--- src/rtl/mem_arbiter.sv ---
// mem_arbiter: shares one memory port (data RAM plus LED/RGB MMIO) between
// the core (port 0) and a secondary master such as a loader or DMA (port 1).
// One access is issued per grant. A granted write occupies the port for
// its grant cycle only. A granted read keeps the port until its data
// returns MEM_LAT cycles later.
//
// Handshake: a master holds mN_req and its fields stable until it sees mN_gnt.
// mN_gnt is combinational in IDLE and marks the single cycle in which that
// request is accepted and driven onto the memory port. After that cycle the
// master may drop or change req and its fields, because the arbiter has
// already latched everything it still needs. A read returns as a single-cycle
// mN_rvalid pulse. mN_rdata carries mem_rd at all times and is meaningful only
// while mN_rvalid is high.
module mem_arbiter #(
    parameter int MEM_LAT    = 1,    // read latency in cycles, 1..7
    parameter bit FIXED_PRIO = 1'b0  // 1: port 0 always wins on contention
) (
    input  logic        clk,
    input  logic        rst_n,
    // port 0 (core)
    input  logic        m0_req,
    input  logic        m0_we,
    input  logic [31:0] m0_addr,
    input  logic [31:0] m0_wdata,
    input  logic [2:0]  m0_funct3,
    output logic        m0_gnt,
    output logic        m0_rvalid,
    output logic [31:0] m0_rdata,
    // port 1 (loader / DMA)
    input  logic        m1_req,
    input  logic        m1_we,
    input  logic [31:0] m1_addr,
    input  logic [31:0] m1_wdata,
    input  logic [2:0]  m1_funct3,
    output logic        m1_gnt,
    output logic        m1_rvalid,
    output logic [31:0] m1_rdata,
    // memory side
    output logic        mem_wen,
    output logic [2:0]  mem_funct3,
    output logic [31:0] mem_wa,
    output logic [31:0] mem_wd,
    output logic [31:0] mem_ra,
    input  logic [31:0] mem_rd,
    // FSM state for observation: 0 = IDLE, 1 = READ_WAIT
    output logic        dbg_state_o
);

    typedef enum logic {
        ST_IDLE      = 1'b0,
        ST_READ_WAIT = 1'b1
    } state_e;

    // The latency counter is loaded with MEM_LAT-1, so it reaches 0 in the
    // cycle the read data becomes valid.
    localparam logic [2:0] LAT_INIT = 3'(MEM_LAT - 1);

    state_e      state_q, state_d;
    logic        last_gnt_q, last_gnt_d;
    logic [2:0]  lat_cnt_q, lat_cnt_d;
    logic [31:0] ra_q, ra_d;
    logic [2:0]  f3_q, f3_d;
    logic        owner_q, owner_d;

    // Result of arbitration in the current cycle.
    logic        sel_valid;
    logic        sel_port;
    logic        sel_we;
    logic [31:0] sel_addr;
    logic [31:0] sel_wdata;
    logic [2:0]  sel_f3;

    // Arbitration is only live in IDLE and out of reset. On contention,
    // round-robin picks the port that did not win last time.
    always_comb begin
        sel_valid = 1'b0;
        sel_port  = 1'b0;
        if (rst_n && state_q == ST_IDLE) begin
            if (m0_req && m1_req) begin
                sel_valid = 1'b1;
                sel_port  = FIXED_PRIO ? 1'b0 : ~last_gnt_q;
            end else if (m0_req) begin
                sel_valid = 1'b1;
                sel_port  = 1'b0;
            end else if (m1_req) begin
                sel_valid = 1'b1;
                sel_port  = 1'b1;
            end
        end
    end

    // Route the winning port's request fields onto one set of selected signals.
    always_comb begin
        sel_we    = sel_port ? m1_we     : m0_we;
        sel_addr  = sel_port ? m1_addr   : m0_addr;
        sel_wdata = sel_port ? m1_wdata  : m0_wdata;
        sel_f3    = sel_port ? m1_funct3 : m0_funct3;
    end

    // State register. Reset abandons any read that is still in flight.
    always_ff @(posedge clk) begin
        if (!rst_n) begin
            state_q    <= ST_IDLE;
            last_gnt_q <= 1'b1;
            lat_cnt_q  <= 3'd0;
            ra_q       <= 32'd0;
            f3_q       <= 3'd0;
            owner_q    <= 1'b0;
        end else begin
            state_q    <= state_d;
            last_gnt_q <= last_gnt_d;
            lat_cnt_q  <= lat_cnt_d;
            ra_q       <= ra_d;
            f3_q       <= f3_d;
            owner_q    <= owner_d;
        end
    end

    // Next state: a granted read latches its request and waits out the latency.
    always_comb begin
        state_d    = state_q;
        last_gnt_d = last_gnt_q;
        lat_cnt_d  = lat_cnt_q;
        ra_d       = ra_q;
        f3_d       = f3_q;
        owner_d    = owner_q;
        case (state_q)
            ST_IDLE: begin
                if (sel_valid) begin
                    last_gnt_d = sel_port;
                    if (!sel_we) begin
                        state_d   = ST_READ_WAIT;
                        lat_cnt_d = LAT_INIT;
                        ra_d      = sel_addr;
                        f3_d      = sel_f3;
                        owner_d   = sel_port;
                    end
                end
            end
            ST_READ_WAIT: begin
                if (lat_cnt_q == 3'd0) begin
                    state_d = ST_IDLE;
                end else begin
                    lat_cnt_d = lat_cnt_q - 3'd1;
                end
            end
            default: state_d = ST_IDLE;
        endcase
    end

    // Outputs. Everything is held at zero while reset is asserted.
    always_comb begin
        m0_gnt     = 1'b0;
        m1_gnt     = 1'b0;
        m0_rvalid  = 1'b0;
        m1_rvalid  = 1'b0;
        mem_wen    = 1'b0;
        mem_funct3 = 3'd0;
        mem_wa     = 32'd0;
        mem_wd     = 32'd0;
        mem_ra     = 32'd0;
        if (rst_n) begin
            case (state_q)
                ST_IDLE: begin
                    if (sel_valid) begin
                        m0_gnt     = ~sel_port;
                        m1_gnt     = sel_port;
                        mem_funct3 = sel_f3;
                        if (sel_we) begin
                            mem_wen = 1'b1;
                            mem_wa  = sel_addr;
                            mem_wd  = sel_wdata;
                        end else begin
                            mem_ra = sel_addr;
                        end
                    end
                end
                ST_READ_WAIT: begin
                    mem_ra     = ra_q;
                    mem_funct3 = f3_q;
                    if (lat_cnt_q == 3'd0) begin
                        m0_rvalid = ~owner_q;
                        m1_rvalid = owner_q;
                    end
                end
                default: ;
            endcase
        end
    end

    // Read data goes straight through to both ports. rvalid selects the owner.
    assign m0_rdata    = mem_rd;
    assign m1_rdata    = mem_rd;
    assign dbg_state_o = state_q;

endmodule

--- config.mk ---
export PLATFORM = sky130hd
export DESIGN_NAME = mem_arbiter
export DESIGN_NICKNAME = d
export VERILOG_FILES = /design/src/rtl/mem_arbiter.sv
export SDC_FILE = /design/constraint.sdc
export NUM_CORES = 1
export LEC_CHECK = 0
export ABC_AREA = 1
export ABC_CLOCK_PERIOD_IN_PS = 1600
export CORE_AREA = 2 2 134 136
export DETAILED_ROUTE_END_ITERATION = 6
export DIE_AREA = 0 0 136 138
export MAX_ROUTING_LAYER = met4
export PLACE_DENSITY = 0.72
export SYNTH_ARGS = -nofsm -noshare
export SYNTH_HDL_FRONTEND = slang
export SYNTH_SLANG_ARGS = --single-unit
--- constraint.sdc ---
create_clock -name clk -period 1.6 [get_ports clk]
set_input_delay 0.32 -clock clk [delete_from_list [all_inputs] [get_ports clk]]
set_output_delay 0.32 -clock clk [all_outputs]
set_load 0.01 [all_outputs]
Word-level counts from Yosys, hierarchy flattened
Cells that the tools add are included.
{ "op_classes": {"n_addsub": 1, "multipliers": 0, "div": 0, "n_lt_le_gt_ge": 0, "n_eq_ne": 3, "shifts": 0, "muxes": 50, "bitwise": 5, "reduce_logical": 6} }
{ "op_table": {"columns": ["cell", "count"], "rows": [
  ["$mux W32", 13],
  ["$pmux W32 S2", 1],
  ["$mux W1", 27],
  ["$mux W3", 6],
  ["$pmux W3 S2", 2],
  ["$ne A2 B2 Y1 const B", 3],
  ["$reduce_and A3 Y1", 2],
  ["$not A1 Y1", 5],
  ["$logic_not A3 Y1", 1],
  ["$sub A3 B1 Y3 const B", 1],
  ["$logic_and A1 B1 Y1", 2],
  ["$pmux W1 S2", 1],
  ["$reduce_and A2 Y1", 1]
]} }
{ "totals": {"ff_bits": 41, "latch_bits": 0, "ram_bits": 0, "rom_bits": 0, "input_bits": 172, "elab_cells": 71, "memories": 0} }

Longest topological paths before layout
{ "logic_depth": {"word_depth": 9, "ltp_mapped": 11} }

Least setup slack after synthesis
Ideal clock, no wire load.
{ "synth_path": {"path_type": "register to output", "from": "reg state_q, in the netlist dbg_state_o", "to": "out mem_wd[23]", "t_arrival_ns": 1.454, "required_time_ns": 1.280, "slack_ns": -0.174, "stages_incl_launch_ff": 9, "n_path_buf": 3, "path_cell_list": "dfxtp_1 > buf_4 > inv_2 > nand2_2 > nor2_4 > buf_4 > buf_2 > nand2_1 > a21oi_1"} }
{ "synth_via": {"elab_chain_len": 8, "elab_cells_between_ends": 10, "classes_between": "mux: 8; bitwise: 1; reduce/logical: 1"} }
{ "synth_lines": {"columns": ["item", "line_no", "text"], "rows": [
  ["start, declared", "58", "state_e state_q, state_d;"],
  ["start signal, assigned", "110", "state_q <= state_d;"],
  ["$not A1 Y1 (no source line)", null, null],
  ["$logic_and A1 B1 Y1", "78", "if (rst_n && state_q == ST_IDLE) begin"],
  ["$mux W1", "78", null],
  ["$mux W32 / $mux W1 (equally long branches)", "96, 94", null],
  ["$mux W32", "169", "if (sel_we) begin"],
  ["$mux W32", "165", "if (sel_valid) begin"],
  ["$mux W32 *", "163", "case (state_q)"],
  ["$mux W32 *", "162", "if (rst_n) begin"],
  ["end, declared", "42", "output logic [31:0] mem_wd,"]
]} }
Every way passes the cells marked *; elsewhere a longest branch is shown, timed or not.

Worst setup path in the final report
{ "layout_path": {"from": "reg state_q, in the netlist dbg_state_o", "to": "out mem_wd[18]"} }
Same word-level chain as after synthesis.

==> results by stage <==
Global route:
- The total routing usage reported by global routing is between 15 and 20%.
- The initial antenna violation count is 0.
- The first-pass GRT wire length is between 20000 and 25000 µm.
- The number of global-route vias before repair was 4223.
- The pin count of the biggest net entering global routing is 56.
- The total overflow left after global routing is 0.

Timing:
- Counting I/O delays and the setup requirement, the final critical path takes about 2200 ps.
- Static timing analysis puts the maximum clock frequency at 446.4 MHz.
- Setup repair after global routing could not meet its margin everywhere.
- The clock tree skew after final layout is approximately 9.5 ps.
- The final-report max-slew violation count came to 0.
- In this run the tightest slew margin relative to its limit is a little under two thirds.
- Once routing completed, OpenROAD measured the worst setup slack at -640.3 ps.
- The share of the clock period used by the worst path is 140.0%.
- The number of hold violations in the final report is 0.
- The number of failing setup endpoints in the final timing report is 115.
- The worst-margin pin slew is 545.3 ps.

Detailed routing:
- The number of iterations in the first detailed-routing pass is 4.
- The overall routed net length is 17060 µm.
- The number of nets with antenna violations after routing is 0.
- Using the TritonRoute via totals, the vias-per-cell ratio works out to 4.365.
- In the routed design, unresolved DRC markers number 0.
- The initial DRC count is 155.
- Summing over every cut layer, the via total after detailed routing is between 4000 and 5000.
- The average wire length per cell after detail routing is 16.10 µm.

Floorplan:
- The placeable core region is 17530 µm².
- From left edge to right edge, the die measures 136 µm.
- The die outline area is ~19000 µm².
- The number of rows created at floorplan is 49.
- The starting density of the core is roughly 20%.
- The y dimension of the die is 138 µm.
- For this design the top-level I/O count stands at approximately 340.

Clock network:
- After clock tree synthesis, the clock-pin slew on the worst setup and hold paths is 60 ps.
- The buffer levels on the longest clock path is 2.
- The CTS tree is yes.
- Buffers inserted to repair hold after CTS numbered 0.
- The count of clock tree sinks is 41.
- The CTS buffer count is 5.
- The count of H-tree levels built during CTS is 2.
- The clock tree root driver cell is clkbuf_16.
- The clock latency on the worst-skew pair is between 200 and 300 ps.

Synth:
- For this run, the register share of the synthesized area comes to a little under a quarter.
- The net count of the mapped netlist is 749.
- The synthesized design contains 41 register bits.
- The count of warnings emitted by yosys is 0.
- In this run the mean area of a mapped cell was 6.165 µm².
- The distinct cell type count of the synthesized netlist is 26.
- The total standard cell area after synthesis is 3545 µm².
- The number of cells produced by synthesis is 575.

Hold path:
- In this run the most critical hold path is launched from rst_n.
- The number of cells on the worst hold path is 3.
- The tightest min-delay check is of the primary input to flop type.
- The path with the worst hold slack has its endpoint at ra_q[28].

Critical path:
- In this run the critical register-to-register path is launched from dbg_state_o.
- The register-to-register setup slack is -130 ps.
- The data arrival at the endpoint of the critical path is 1920 ps.
- Measured in cells, the most critical reg-to-reg path has a length of 12.
- In this run the critical register-to-register path is captured at lat_cnt_q[0].
- The worst path required time is between 1000 and 1500 ps.
- The setup path with the least slack is of type flop to output port.
- The kind of start point of the critical path is a flop.
- STA classifies the critical path endpoint as an output port.
- The maximum fanout along the worst path is 14.

Placement:
- Summed over all nets, the half-perimeter wirelength after detailed placement is 12150 µm.
- The standard cell area after detailed placement is 6420 µm².
- During placement, the flow inserted port buffers numbering 244.
- Routability-driven placement finished with a final weighted congestion of around 0.81.

Final layout:
- Of the cells placed in the final design, the portion with a size suffix greater than 1 is 42.12%.
- The most common library cell in the layout ignoring fill and taps is clkdlybuf4s50_1.
- The number of nets in the layout is 1004.
- 0 antenna diodes ended up in the layout.
- Summing all non-filler instances in the final layout gives an area of around 7300 µm².
- The layout filler cell count is 1797.
- The top cell types in the final layout, fill and taps aside, are clkdlybuf4s50_1, nand2_1, buf_4.
- The relative area change from synthesis to final layout is 106.1%.

Power and ir drop:
- The design draws roughly 0.0041 W.
- The cell leakage power is 3.357 nW.
- The peak supply drop is 0.3461 mV.
- The ratio of total power to cell area is 560.0 nW/µm².

Outcome:
- The checks that failed: setup timing.
- The flow ran to the end, but the final reports show violations.

Run:
- The max-capacitance violation count is 0.
## report_power, final
group | total, W | leakage (nW) | internal (W) | switching [W]
sequential | 0.00117 | 0.338 | 0.00112 | 0.0000479
combinational | 0.00186 | 2.94 | 0.00105 | 0.000809
clock | 0.00107 | 0.0799 | 0.000661 | 0.000408
## cell families after synthesis
kind of cell             after synthesis  synth area share, %
buffers and inverters                120                21.50
AND/OR/NAND/NOR                      337                43.95
AO/OA/AOI/OAI                         75                10.70
adder cells (fa/ha/maj)                2               0.7059
flip-flops                            41                23.16
## synth_stat cells
| master | count | share of area, % |
|---|---|---|
| o21ai_0 | 25 | 3.5 |
| inv_1 | 13 | 1.4 |
| ha_1 | 2 | 0.71 |
| inv_2 | 1 | 0.11 |
| clkbuf_2 | 1 | 0.14 |
| o21ai_1 | 10 | 1.4 |
| inv_4 | 1 | 0.18 |
| nand2_1 | 150 | 16 |
| clkbuf_1 | 17 | 1.8 |
| nor3_1 | 1 | 0.14 |
| or2_1 | 28 | 4.9 |
| buf_6 | 5 | 1.6 |
| nand2_2 | 1 | 0.18 |
| nor3b_1 | 1 | 0.21 |
| nand3_1 | 70 | 9.9 |
| buf_4 | 67 | 14 |
| buf_2 | 15 | 2.1 |
| o22ai_1 | 3 | 0.53 |
| or2_2 | 17 | 3.0 |
| a21oi_1 | 37 | 5.2 |
| nand4_1 | 1 | 0.18 |
| or2_0 | 19 | 3.4 |
| nor2_1 | 44 | 4.7 |
| dfxtp_1 | 41 | 23 |
| nand3_2 | 2 | 0.56 |
| nor2_4 | 3 | 0.95 |
## through the flow
stage	TNS (ps)	std cells	worst slack, ps	hold WS [ps]	utilization [%]
final	-54030	1060	-640.3	399.4	41.67
after global routing	-63120	1060	-707.6	400.6	41.67
after CTS	-59950	1043	-688.9	396.6	40.11
after detailed placement	-127050	1006	-1314	460.0	36.61
after global placement	-123330	1006	-1283	456.2	36.61
after floorplan	-5503	575	-115.1	428.7	-
## repair_timing
item / CTS / global route
endpoints found under the setup margin: 140 / 122
gates cloned: 7 / 4
buffers inserted: 22 / 15
hold endpoints to repair: 0 / 0
resized for setup: 327 / 155
pin swaps: 21 / 15
## layer usage
metal  GRT usage (%)  wire (µm)  vias up
met4           5.428        538        0
met5               -          0        -
li1                -          -     2281
met2           31.50       9037      240
met3           3.997       1392       34
met1           17.66       6092     2072
## how the worst max path moves through the flow
stage / to / start / cells after the start
6_report: mem_wd[18] / dbg_state_o / 9
3_3_place_gp: mem_ra[30] / m0_req / 9
4_1_cts: mem_ra[30] / dbg_state_o / 8
3_5_place_dp: mem_ra[30] / m0_req / 9
2_1_floorplan: mem_ra[28] / rst_n / 10
5_1_grt: mem_ra[8] / dbg_state_o / 8
## worst max-delay path, cell delays in order (launching register included)
cell and delay (ps):
dfxtp_4 370, nor2_4 130, nand3_4 150, buf_4 170
buf_4 130, bufbuf_16 280, buf_4 160, nand2_1 70
a21oi_2 60, buf_6 130
## state kept, by name, indices dropped and copies added (netlist names)
register,cells
dbg_state_o,1
lat_cnt_q,3
f3_q,3
owner_q,1
last_gnt_q,1
ra_q,32
## layout make-up
cell class | count | area, µm² | share of cell area [%]
timing repair buffer | 353 | 3491 | 47.77
multi-input combinational | 414 | 2480 | 33.94
sequential | 41 | 825.8 | 11.30
tap | 229 | 286.5 | 3.921
clock buffer | 7 | 152.6 | 2.089
inverter | 15 | 66.31 | 0.9075
clock inverter | 1 | 5.005 | 0.06849
(Power assumes the default switching activity.)
